$ cat src/rtl/issue_stage_pkg.sv
// Shared types for the issue stage: decoded instruction bundle and FSM states.
// Build option WB_BYPASS_EN lets writebacks clear hazards in the same cycle.
package issue_stage_pkg;

    localparam int DEF_NUM_REGS = 32;
    localparam int DEF_REG_AW   = 5;

    typedef struct packed {
        logic [31:0]           imm;
        logic [6:0]            op;
        logic [DEF_REG_AW-1:0] rd;
        logic [DEF_REG_AW-1:0] rs1;
        logic [DEF_REG_AW-1:0] rs2;
        logic                  uses_rs1;
        logic                  uses_rs2;
        logic                  writes_rd;
    } decoded_instr_t;

    typedef enum logic [1:0] {
        IDLE = 2'd0,
        LOAD = 2'd1,
        HOLD = 2'd2
    } issue_state_e;

endpackage

$ cat src/rtl/issue_stage_if.sv
// Dispatch-queue read port and execute handshake seen by the issue stage.
// master = issue stage side, slave = queue/execute side.
interface issue_stage_if;
    import issue_stage_pkg::*;

    logic           dq_empty;
    logic           dq_r_en;
    decoded_instr_t dq_instr;
    logic           ex_valid;
    logic           ex_ready;
    decoded_instr_t ex_instr;

    modport master (
        input  dq_empty, dq_instr, ex_ready,
        output dq_r_en, ex_valid, ex_instr
    );

    modport slave (
        output dq_empty, dq_instr, ex_ready,
        input  dq_r_en, ex_valid, ex_instr
    );

endinterface

$ cat src/rtl/issue_stage_reg_scoreboard.sv
// Busy-register scoreboard: set on issue, clear on writeback, set wins.
// WB_BYPASS_EN masks the writeback target out of the lookup vector.
module reg_scoreboard #(
    parameter int NUM_REGS = 32,
    parameter int REG_AW   = 5
) (
    input  logic                clk,
    input  logic                rst_n,
    input  logic                set_en,
    input  logic [REG_AW-1:0]   set_rd,
    input  logic                clr_en,
    input  logic [REG_AW-1:0]   clr_rd,
    input  logic [REG_AW-1:0]   rd_a,
    input  logic [REG_AW-1:0]   rd_b,
    output logic                hit_a,
    output logic                hit_b,
    output logic [NUM_REGS-1:0] busy_eff,
    output logic [NUM_REGS-1:0] busy
);

    logic [NUM_REGS-1:0] busy_q;
    logic [NUM_REGS-1:0] busy_d;
    logic [NUM_REGS-1:0] clr_mask;
    logic [NUM_REGS-1:0] set_mask;

    always_comb begin
        clr_mask = '0;
        set_mask = '0;
        if (clr_en && clr_rd != '0) clr_mask[clr_rd] = 1'b1;
        if (set_en && set_rd != '0) set_mask[set_rd] = 1'b1;
        busy_d    = (busy_q & ~clr_mask) | set_mask;
        busy_d[0] = 1'b0;
    end

    always_ff @(posedge clk or negedge rst_n) begin
        if (!rst_n) busy_q <= '0;
        else        busy_q <= busy_d;
    end

`ifdef WB_BYPASS_EN
    assign busy_eff = busy_q & ~clr_mask;
`else
    assign busy_eff = busy_q;
`endif

    assign hit_a = busy_eff[rd_a];
    assign hit_b = busy_eff[rd_b];
    assign busy  = busy_q;

endmodule

$ cat src/rtl/issue_stage.sv
// Issue stage: pops the dispatch queue, holds one instruction, issues on no hazard.
// Build option WB_BYPASS_EN: issue in the same cycle as the clearing writeback.
module issue_stage
    import issue_stage_pkg::*;
#(
    parameter int NUM_REGS = DEF_NUM_REGS,
    parameter int REG_AW   = DEF_REG_AW,
    parameter int CNT_W    = 32
) (
    input  logic                clk,
    input  logic                rst_n,
    input  logic                flush,
    issue_stage_if.master       bus,
    input  logic                wb_valid,
    input  logic [REG_AW-1:0]   wb_rd,
    output logic [NUM_REGS-1:0] busy_o,
    output logic [CNT_W-1:0]    stall_cnt
);

    issue_state_e        state_q, state_d;
    decoded_instr_t      hold_q;
    logic [CNT_W-1:0]    stall_q;
    logic                load;
    logic                pop;
    logic                offer;
    logic                issue;
    logic                hazard;
    logic                hit_rs1, hit_rs2;
    logic [NUM_REGS-1:0] busy_eff;

    reg_scoreboard #(
        .NUM_REGS (NUM_REGS),
        .REG_AW   (REG_AW)
    ) u_sb (
        .clk      (clk),
        .rst_n    (rst_n),
        .set_en   (issue && hold_q.writes_rd),
        .set_rd   (hold_q.rd),
        .clr_en   (wb_valid),
        .clr_rd   (wb_rd),
        .rd_a     (hold_q.rs1),
        .rd_b     (hold_q.rs2),
        .hit_a    (hit_rs1),
        .hit_b    (hit_rs2),
        .busy_eff (busy_eff),
        .busy     (busy_o)
    );

    assign hazard = (hold_q.uses_rs1 && hit_rs1)
                 || (hold_q.uses_rs2 && hit_rs2)
                 || (hold_q.writes_rd && busy_eff[hold_q.rd]);

    assign issue = offer && bus.ex_ready;

    always_comb begin
        state_d = state_q;
        load    = 1'b0;
        pop     = 1'b0;
        offer   = 1'b0;
        unique case (state_q)
            IDLE: begin
                if (!flush && !bus.dq_empty) begin
                    pop     = 1'b1;
                    state_d = LOAD;
                end
            end
            LOAD: begin
                if (flush) begin
                    state_d = IDLE;
                end else begin
                    load    = 1'b1;
                    state_d = HOLD;
                end
            end
            HOLD: begin
                if (flush) begin
                    state_d = IDLE;
                end else begin
                    offer = !hazard;
                    if (offer && bus.ex_ready) begin
                        // back-to-back pop keeps the 2-cycle cadence
                        pop     = !bus.dq_empty;
                        state_d = bus.dq_empty ? IDLE : LOAD;
                    end
                end
            end
            default: state_d = IDLE;
        endcase
    end

    always_ff @(posedge clk or negedge rst_n) begin
        if (!rst_n) begin
            state_q <= IDLE;
            hold_q  <= '0;
            stall_q <= '0;
        end else begin
            state_q <= state_d;
            if (load)       hold_q <= bus.dq_instr;
            else if (flush) hold_q <= '0;
            if (state_q == HOLD && hazard && !flush
                && stall_q != {CNT_W{1'b1}})
                stall_q <= stall_q + CNT_W'(1);
        end
    end

    assign bus.dq_r_en  = pop;
    assign bus.ex_valid = offer;
    assign bus.ex_instr = hold_q;
    assign stall_cnt    = stall_q;

endmodule

$ cat src/flat_wrapper.sv
// flat-port wrapper written by rule: the top's interface ports become plain ports
module issue_stage_flat import issue_stage_pkg::*;
#(
    parameter int NUM_REGS = DEF_NUM_REGS,
    parameter int REG_AW   = DEF_REG_AW,
    parameter int CNT_W    = 32
)
  (clk, rst_n, flush, wb_valid, wb_rd, busy_o, stall_cnt, bus_dq_empty, bus_dq_instr, bus_ex_ready, bus_dq_r_en, bus_ex_valid, bus_ex_instr);
  issue_stage_if bus_i ();
  input  logic clk;
  input  logic rst_n;
  input  logic flush;
  input  logic wb_valid;
  input  logic [REG_AW-1:0] wb_rd;
  output logic [NUM_REGS-1:0] busy_o;
  output logic [CNT_W-1:0] stall_cnt;
  input wire logic [$bits(bus_i.dq_empty)-1:0] bus_dq_empty;
  input wire logic [$bits(bus_i.dq_instr)-1:0] bus_dq_instr;
  input wire logic [$bits(bus_i.ex_ready)-1:0] bus_ex_ready;
  output wire logic [$bits(bus_i.dq_r_en)-1:0] bus_dq_r_en;
  output wire logic [$bits(bus_i.ex_valid)-1:0] bus_ex_valid;
  output wire logic [$bits(bus_i.ex_instr)-1:0] bus_ex_instr;
  assign bus_i.dq_empty = bus_dq_empty;
  assign bus_i.dq_instr = bus_dq_instr;
  assign bus_i.ex_ready = bus_ex_ready;
  assign bus_dq_r_en = bus_i.dq_r_en;
  assign bus_ex_valid = bus_i.ex_valid;
  assign bus_ex_instr = bus_i.ex_instr;
  issue_stage #(.NUM_REGS(NUM_REGS), .REG_AW(REG_AW), .CNT_W(CNT_W)) u_core (.clk(clk), .rst_n(rst_n), .flush(flush), .bus(bus_i), .wb_valid(wb_valid), .wb_rd(wb_rd), .busy_o(busy_o), .stall_cnt(stall_cnt));
endmodule
$ cat config.mk
export PLATFORM = sky130hd
export DESIGN_NAME = issue_stage_flat
export DESIGN_NICKNAME = d
export VERILOG_FILES = /design/src/rtl/issue_stage_pkg.sv /design/src/rtl/issue_stage_if.sv /design/src/rtl/issue_stage_reg_scoreboard.sv /design/src/rtl/issue_stage.sv /design/src/flat_wrapper.sv
export SDC_FILE = /design/constraint.sdc
export NUM_CORES = 1
export LEC_CHECK = 0
export ABC_AREA = 1
export BUFFER_PORTS_ARGS = -buffer_cell sky130_fd_sc_hd__buf_4
export CAP_MARGIN = 20
export CORE_UTILIZATION = 28
export CTS_CLUSTER_DIAMETER = 80
export CTS_CLUSTER_SIZE = 24
export DETAILED_ROUTE_END_ITERATION = 16
export PLACE_DENSITY = 0.57
export SLEW_MARGIN = 0
export SYNTH_ARGS = -nofsm -noshare
export SYNTH_HDL_FRONTEND = slang
export SYNTH_HIERARCHICAL = 1
export SYNTH_SLANG_ARGS = --single-unit
export TNS_END_PERCENT = 20
$ cat constraint.sdc
create_clock -name clk -period 5.7 [get_ports clk]
set_input_delay 0.57 -clock clk [delete_from_list [all_inputs] [get_ports clk]]
set_output_delay 0.57 -clock clk [all_outputs]
set_load 0.05 [all_outputs]
==> After elaboration in Yosys (flattened, before gate mapping) <==
Index checks and enable logic that the tools add are counted.
{ "totals": {"reg_bits": 122, "inputBits": 68, "out_inout_bits": 123, "word_cells": 78} }
{ "op_classes": {"n_addsub": 1, "n_lt_le_gt_ge": 6, "eq_ne": 5, "mux": 28, "bitwise": 3, "n_reduce_logical": 24} }
{ "op_table": {"columns": ["op", "count"], "rows": [
  ["57-bit 2-to-1 mux", 2],
  ["32-bit 2-to-1 mux", 2],
  ["32-bit by 1-bit adder with 32-bit output, second input constant", 1],
  ["32-bit AND", 1],
  ["32-bit inequality test, second input constant", 1],
  ["32-bit NOT", 1],
  ["32-bit bitwise OR", 1],
  ["5-bit by 6-bit less-than comparator with 1-bit output, second input constant", 4],
  ["1-bit binary-select mux with 5-bit select", 3],
  ["1-bit logical AND", 14],
  ["1-bit 2-to-1 mux", 13],
  ["1-bit demux with 5-bit select", 2],
  ["5-bit by 1-bit greater-or-equal comparator with 1-bit output, second input constant", 2],
  ["5-bit nonzero test", 2],
  ["2-bit 2-to-1 mux", 4],
  ["2-bit one-hot mux with 3 select lines", 1],
  ["1-bit logical NOT", 3],
  ["3-bit by 2-bit inequality test with 1-bit output, second input constant", 1],
  ["2-bit by 1-bit equality test with 1-bit output, second input constant", 1],
  ["2-bit equality test, second input constant", 1],
  ["2-bit logical NOT", 1],
  ["1-bit logical OR", 2],
  ["2-bit by 1-bit inequality test with 1-bit output, second input constant", 1],
  ["1-bit one-hot mux with 2 select lines", 1],
  ["2 further kinds", 2]
]} }

==> Logic depth before layout (Yosys ltp) <==
{ "depth": {"ltp_word": 13, "mapped_depth": 18, "mapped_depth_nobuf": 15} }

==> Hierarchy <==
Netlist, hierarchy kept.
{ "modules_own_cells": {"columns": ["module", "instances", "cells_per_inst", "area_per_inst_um2", "seq_area_each_um2"], "rows": [
  ["issue_stage", 1, 628, 4964.8, 2277.2],
  ["reg_scoreboard", 1, 321, 2235.9, 775.7]
]} }

==> Least setup slack after synthesis <==
Ideal clock, no wire load.
{ "synth_path": {"path_type": "reg2out", "startpoint": "reg u_core.hold_q, in the netlist u_core/bus.ex_instr[8]", "endpoint": "out bus_dq_r_en", "arrival_ps": 2648, "required_time_ps": 5130, "slack_ps": 2482, "stages_incl_launch_ff": 16, "path_buffers": 2, "cell_sequence": "dfrtp_1 buf_6 inv_6 buf_6 nand2_1 nand3_1 nand3_1 nand2_1 nand2_1 nand2_1 nand2_1 nand2_1 a22o_1 inv_1 nand3_1 a21oi_1"} }
{ "synth_between": {"elab_chain_cells": 10} }
{ "synth_lines": {"columns": ["item", "line_no", "source"], "rows": [
  ["start: declaration", "issue_stage.sv:21", "decoded_instr_t hold_q;"],
  ["start signal: assignment", "issue_stage.sv:98", "if (load) hold_q <= bus.dq_instr;"],
  ["1-bit binary-select mux with 5-bit select", "issue_stage_reg_scoreboard.sv:46", "assign hit_a = busy_eff[rd_a];"],
  ["1-bit 2-to-1 mux (implied by the code)", "issue_stage_reg_scoreboard.sv:46", null],
  ["net u_core.hit_rs1", "issue_stage.sv:28", "logic hit_rs1, hit_rs2;"],
  ["1-bit logical AND", "issue_stage.sv:49", "assign hazard = (hold_q.uses_rs1 && hit_rs1)"],
  ["1-bit logical OR", "issue_stage.sv:50", "|| (hold_q.uses_rs2 && hit_rs2)"],
  ["1-bit logical OR", "issue_stage.sv:51", "|| (hold_q.writes_rd && busy_eff[hold_q.rd]);"],
  ["1-bit logical NOT", "issue_stage.sv:79", "offer = !hazard;"],
  ["1-bit logical AND", "issue_stage.sv:80", "if (offer && bus.ex_ready) begin"],
  ["1-bit 2-to-1 mux", "issue_stage.sv:80", null],
  ["1-bit 2-to-1 mux", "issue_stage.sv:76", "if (flush) begin"],
  ["1-bit one-hot mux with 2 select lines", "issue_stage.sv:60", "unique case (state_q)"],
  ["end: declaration", "flat_wrapper.sv:20", "output wire logic [$bits(bus_i.dq_r_en)-1:0] bus_dq_r_en;"]
]} }
The timed path passes the listed nets, and every way through them passes these cells. The select of a mux whose other input is x is not followed.

==> Worst setup path after layout <==
{ "layout_path": {"startpoint": "reg u_core.hold_q, in the netlist u_core/bus.ex_instr[3]", "endpoint": "out bus_ex_valid"} }
{ "layout_between": {"elab_chain_cells": 8} }
{ "layout_lines": {"columns": ["item", "line_no", "source"], "rows": [
  ["1-bit binary-select mux with 5-bit select", "issue_stage_reg_scoreboard.sv:47", "assign hit_b = busy_eff[rd_b];"],
  ["1-bit 2-to-1 mux (implied by the code)", "issue_stage_reg_scoreboard.sv:47", null],
  ["net u_core.hit_rs2", "issue_stage.sv:28", null],
  ["1-bit logical AND", "issue_stage.sv:50", null],
  ["1-bit logical OR", "issue_stage.sv:50", null],
  ["1-bit logical OR", "issue_stage.sv:51", null],
  ["1-bit logical NOT", "issue_stage.sv:79", null],
  ["1-bit 2-to-1 mux", "issue_stage.sv:76", null],
  ["1-bit 2-to-1 mux", "issue_stage.sv:60", null],
  ["end: declaration", "flat_wrapper.sv:21", "output wire logic [$bits(bus_i.ex_valid)-1:0] bus_ex_valid;"]
]} }
The timed path passes the listed nets, and every way through them passes these cells. The select of a mux whose other input is x is not followed.

==> flow_summary_export.csv <==
group,metric,value,unit
global_routing,grt_pass1_wl,38000,µm
synth,synth_simple_gate_area_share,0.317,
worst_setup_path,r2r_end,"u_core/u_sb/busy[12]",
placement,hpwl,16500,µm
clock_network,max-clock-path-buffers,2,
timing,fin_skew,13.5,ps
worst_setup_path,critPathMostFrequentCell,"nand2_1",
clock_network,post_cts_buffers,0,
worst_setup_path,crit_path_max_incr_delay,750,ps
clock_network,cts_resized,0,
worst_setup_path,end_kind,"output port",
worst_setup_path,startpoint,"u_core/bus.ex_instr[3]",
timing,finalSetupTns,0,ps
synth,synth_area_per_cell,7.59,µm²
timing,worstMarginPinSlew,1020,ps
synth,yosysTopAreaCell,"dfrtp_1",
timing,setup_viol,0,
clock_network,cts_buffers,17,
synth,yosys_warnings,6,
worst_setup_path,reg2regPathDepth,15,
synth,synth_xor_area_frac,0.0341,
worst_setup_path,reg2reg_slack,2390,ps
route,firstDrtPassIters,5,
power,power_density,253,nW/µm²
worst_setup_path,worstReg2RegStart,"u_core/bus.ex_instr[3]",
worst_setup_path,cp.required,5130,ps
worst_setup_path,crit_fanout,36,
global_routing,grt_start_max_net_pins,74,
worst_setup_path,crit_buf_inv,3,
synth,synthTopCellsByArea,"dfrtp_1, nand2_1, nand3_1",
synth,synth_top_area_frac,0.424,
clock_network,cts_tree,"built",
timing,min_period,3420,ps
synth,synthCells,949,
route,ant_nets,0,
clock_network,cts_hold_buf,0,
route,wl_per_cell,16.8,µm
floorplanning,die_w,162,µm
worst_setup_path,crit_path_end,"bus_ex_valid",
synth,yosysSeqAreaShare,0.424,
placement,gp_congestion,0.863,
worst_setup_path,critical_path_class,"flop to output port",
route,wirelength,24100,µm
synth,ys_ff_latch,122,
timing,rsz0062_at_grt,"no",
worst_setup_path,cp.depth,14,
synth,yosys.area_share.adder,0.00174,
synth,synthMuxAreaShare,0,
timing,post-route-period-util,0.600,
route,vias,7075,
route,drc,0,
worst_setup_path,cp_data_arrival_time,2850,ps
synth,yosysUniqueCellTypes,36,
worst_setup_path,path_cells,"inv_6, nand2_1, nand3_1, nand3_1, nand2_1, nand2_1, nand2_1, nand2_1, nand2_1, a22o_1, inv_1, nand2_4, nor2_1, buf_4",
power,p_leak,4.58,nW
global_routing,first_global_vias,6606,
clock_network,cts-root-buf,"clkbuf_16",
global_routing,grt_overflow,0,
floorplanning,row_count,58,
floorplanning,die_h,162,µm
clock_network,clk_pin_slew,70,ps
floorplanning,core,25200,µm²
outcome,outcome,"completed",
synth,synth-edff-count,0,
synth,synth_top_family_by_area,"simple AND/OR/NAND/NOR gates",
synth,synth_compound_area_frac,0.0888,
clock_network,worstSkewPairLatency,420,ps
timing,fmax,0.292,GHz
floorplanning,io_pins,191,
worst_setup_path,cp_slowest_cell,"dfrtp_1",
finish,drive_above_1_share,0.239,
clock_network,cts_sinks,122,
clock_network,htree_levels,4,
floorplanning,die-area,26400,µm²
timing,report.final.hold_viol_count,0,
route,routed_via_density,4.94,
min_path,hp-class,"input pin to async pin",
global_routing,grt_usage,0.186,
floorplanning,start_util,0.286,
finish,syn2layout_area_growth,27.7,%
timing,relSlewSlack,0.318,
finish,nNetsFinal,1158,
synth,syn_area,7200,µm²
synth,async_flop_share,1.00,
placement,dp_slack,2470,ps
worst_setup_path,cp_top_family,"simple AND/OR/NAND/NOR gates",
timing,setup_ws,2280,ps
timing,drv_slew,0,
power,ir_worst_vdd,163,µV
flow_run,maxCapViolCount,0,
synth,synth_flop_cell,"dfrtp_1",
placement,portBuffers,189,
global_routing,antenna_found_initial,2,
timing,holdWs,284,ps
route,drt-initial-drc-count,575,
worst_setup_path,worst_setup_path_start_kind,"flop",
power,power,2.32,mW
## cell type report
cell class	instances	area [µm²]
clock buffer	19	443
multi-input combinational	638	3200
antenna	1	2.50
clock inverter	13	165
inverter	117	455
tap	330	413
fill	2642	16000
timing repair buffer	193	1460
sequential	122	3050
## synth_stat cells, types with 7 or more instances
cell	count
nand4_1	47
buf_6	9
nand2_1	220
xor2_1	17
o21ai_1	16
nor3_1	17
o31ai_1	7
nor2_1	24
buf_4	33
clkbuf_1	22
inv_1	106
inv_2	7
dfrtp_1	122
xnor2_1	11
nand3_1	149
o21ai_0	90
nand2_2	13
## metrics by stage
step	cell area, µm²	instances	util
5_1_grt	9190	1432	0.365
3_3_place_gp	8570	1399	0.340
2_1_floorplan	7200	950	-
3_5_place_dp	8570	1399	0.340
4_1_cts	9170	1431	0.364
6_report	9200	1433	0.365
## power by group
part	total, mW	switching [mW]	internal, mW
Clock	1.13	0.424	0.703
Combinational	0.278	0.192	0.0866
Sequential	0.917	0.0297	0.887
Total	2.32	0.645	1.68
## registers in the layout (all words and copies together), names as in the netlist
signal               flops
u_core/state_q           2
u_core/u_sb/busy        31
u_core/stall_cnt        32
u_core/bus.ex_instr     57
## logic make-up after synthesis
| kind of cell | Yosys count |
|---|---|
| other | 1 |
| AND/OR/NAND/NOR | 485 |
| buffers and inverters | 190 |
| XOR/XNOR | 28 |
| AO/OA/AOI/OAI | 122 |
| flip-flops | 122 |
| adder cells (fa/ha/maj) | 1 |
## layer usage
metal | vias to the layer above | wire length [µm] | GRT usage
met3 | 39 | 1680 | 0.0374
met4 | 2 | 491 | 0.0622
met1 | 3352 | 10700 | 0.253
li1 | 3401 | - | -
met5 | - | 16 | 0
met2 | 281 | 11300 | 0.295
## worst reg2reg max path, stage by stage (launching register included)
cell	delay, ps
dfrtp_1	750
inv_6	130
nand2_1	90
nand3_1	70
nand3_1	90
nand2_1	60
nand2_1	60
nand2_1	50
nand2_1	50
nand2_1	90
a22o_1	190
inv_1	130
nand3_1	160
nor3_1	710
nand4_1	330
o21ai_0	260
## how the worst min path moves through the flow
stage,start,endpoint,slack (ps),depth (start not counted)
after CTS,rst_n,u_core/stall_cnt[14],330,1
after global routing,rst_n,u_core/stall_cnt[14],370,1
after floorplan,rst_n,u_core/bus.ex_instr[0],270,0
final,rst_n,u_core/stall_cnt[14],280,1
after detailed placement,u_core/state_q[1],u_core/state_q[0],480,1
after global placement,u_core/state_q[1],u_core/state_q[0],490,1
## placed cells by master, fill, tap and decap left out, drive strengths merged, types with 2 or more instances in the layout
cell / synthesis / final
nand2: 234 / 234
dfrtp: 122 / 122
clkinvlp: 0 / 4
nor2: 26 / 26
o21ai: 106 / 106
clkbuf: 22 / 19
nand3: 156 / 156
xnor2: 11 / 11
buf: 51 / 193
nor3: 18 / 18
conb: 1 / 2
o22ai: 6 / 6
inv: 116 / 120
bufinv: 0 / 3
clkinv: 1 / 3
o31ai: 7 / 7
xor2: 17 / 17
a21oi: 2 / 2
nand4: 48 / 48
Power figures use the tool's default switching activity.
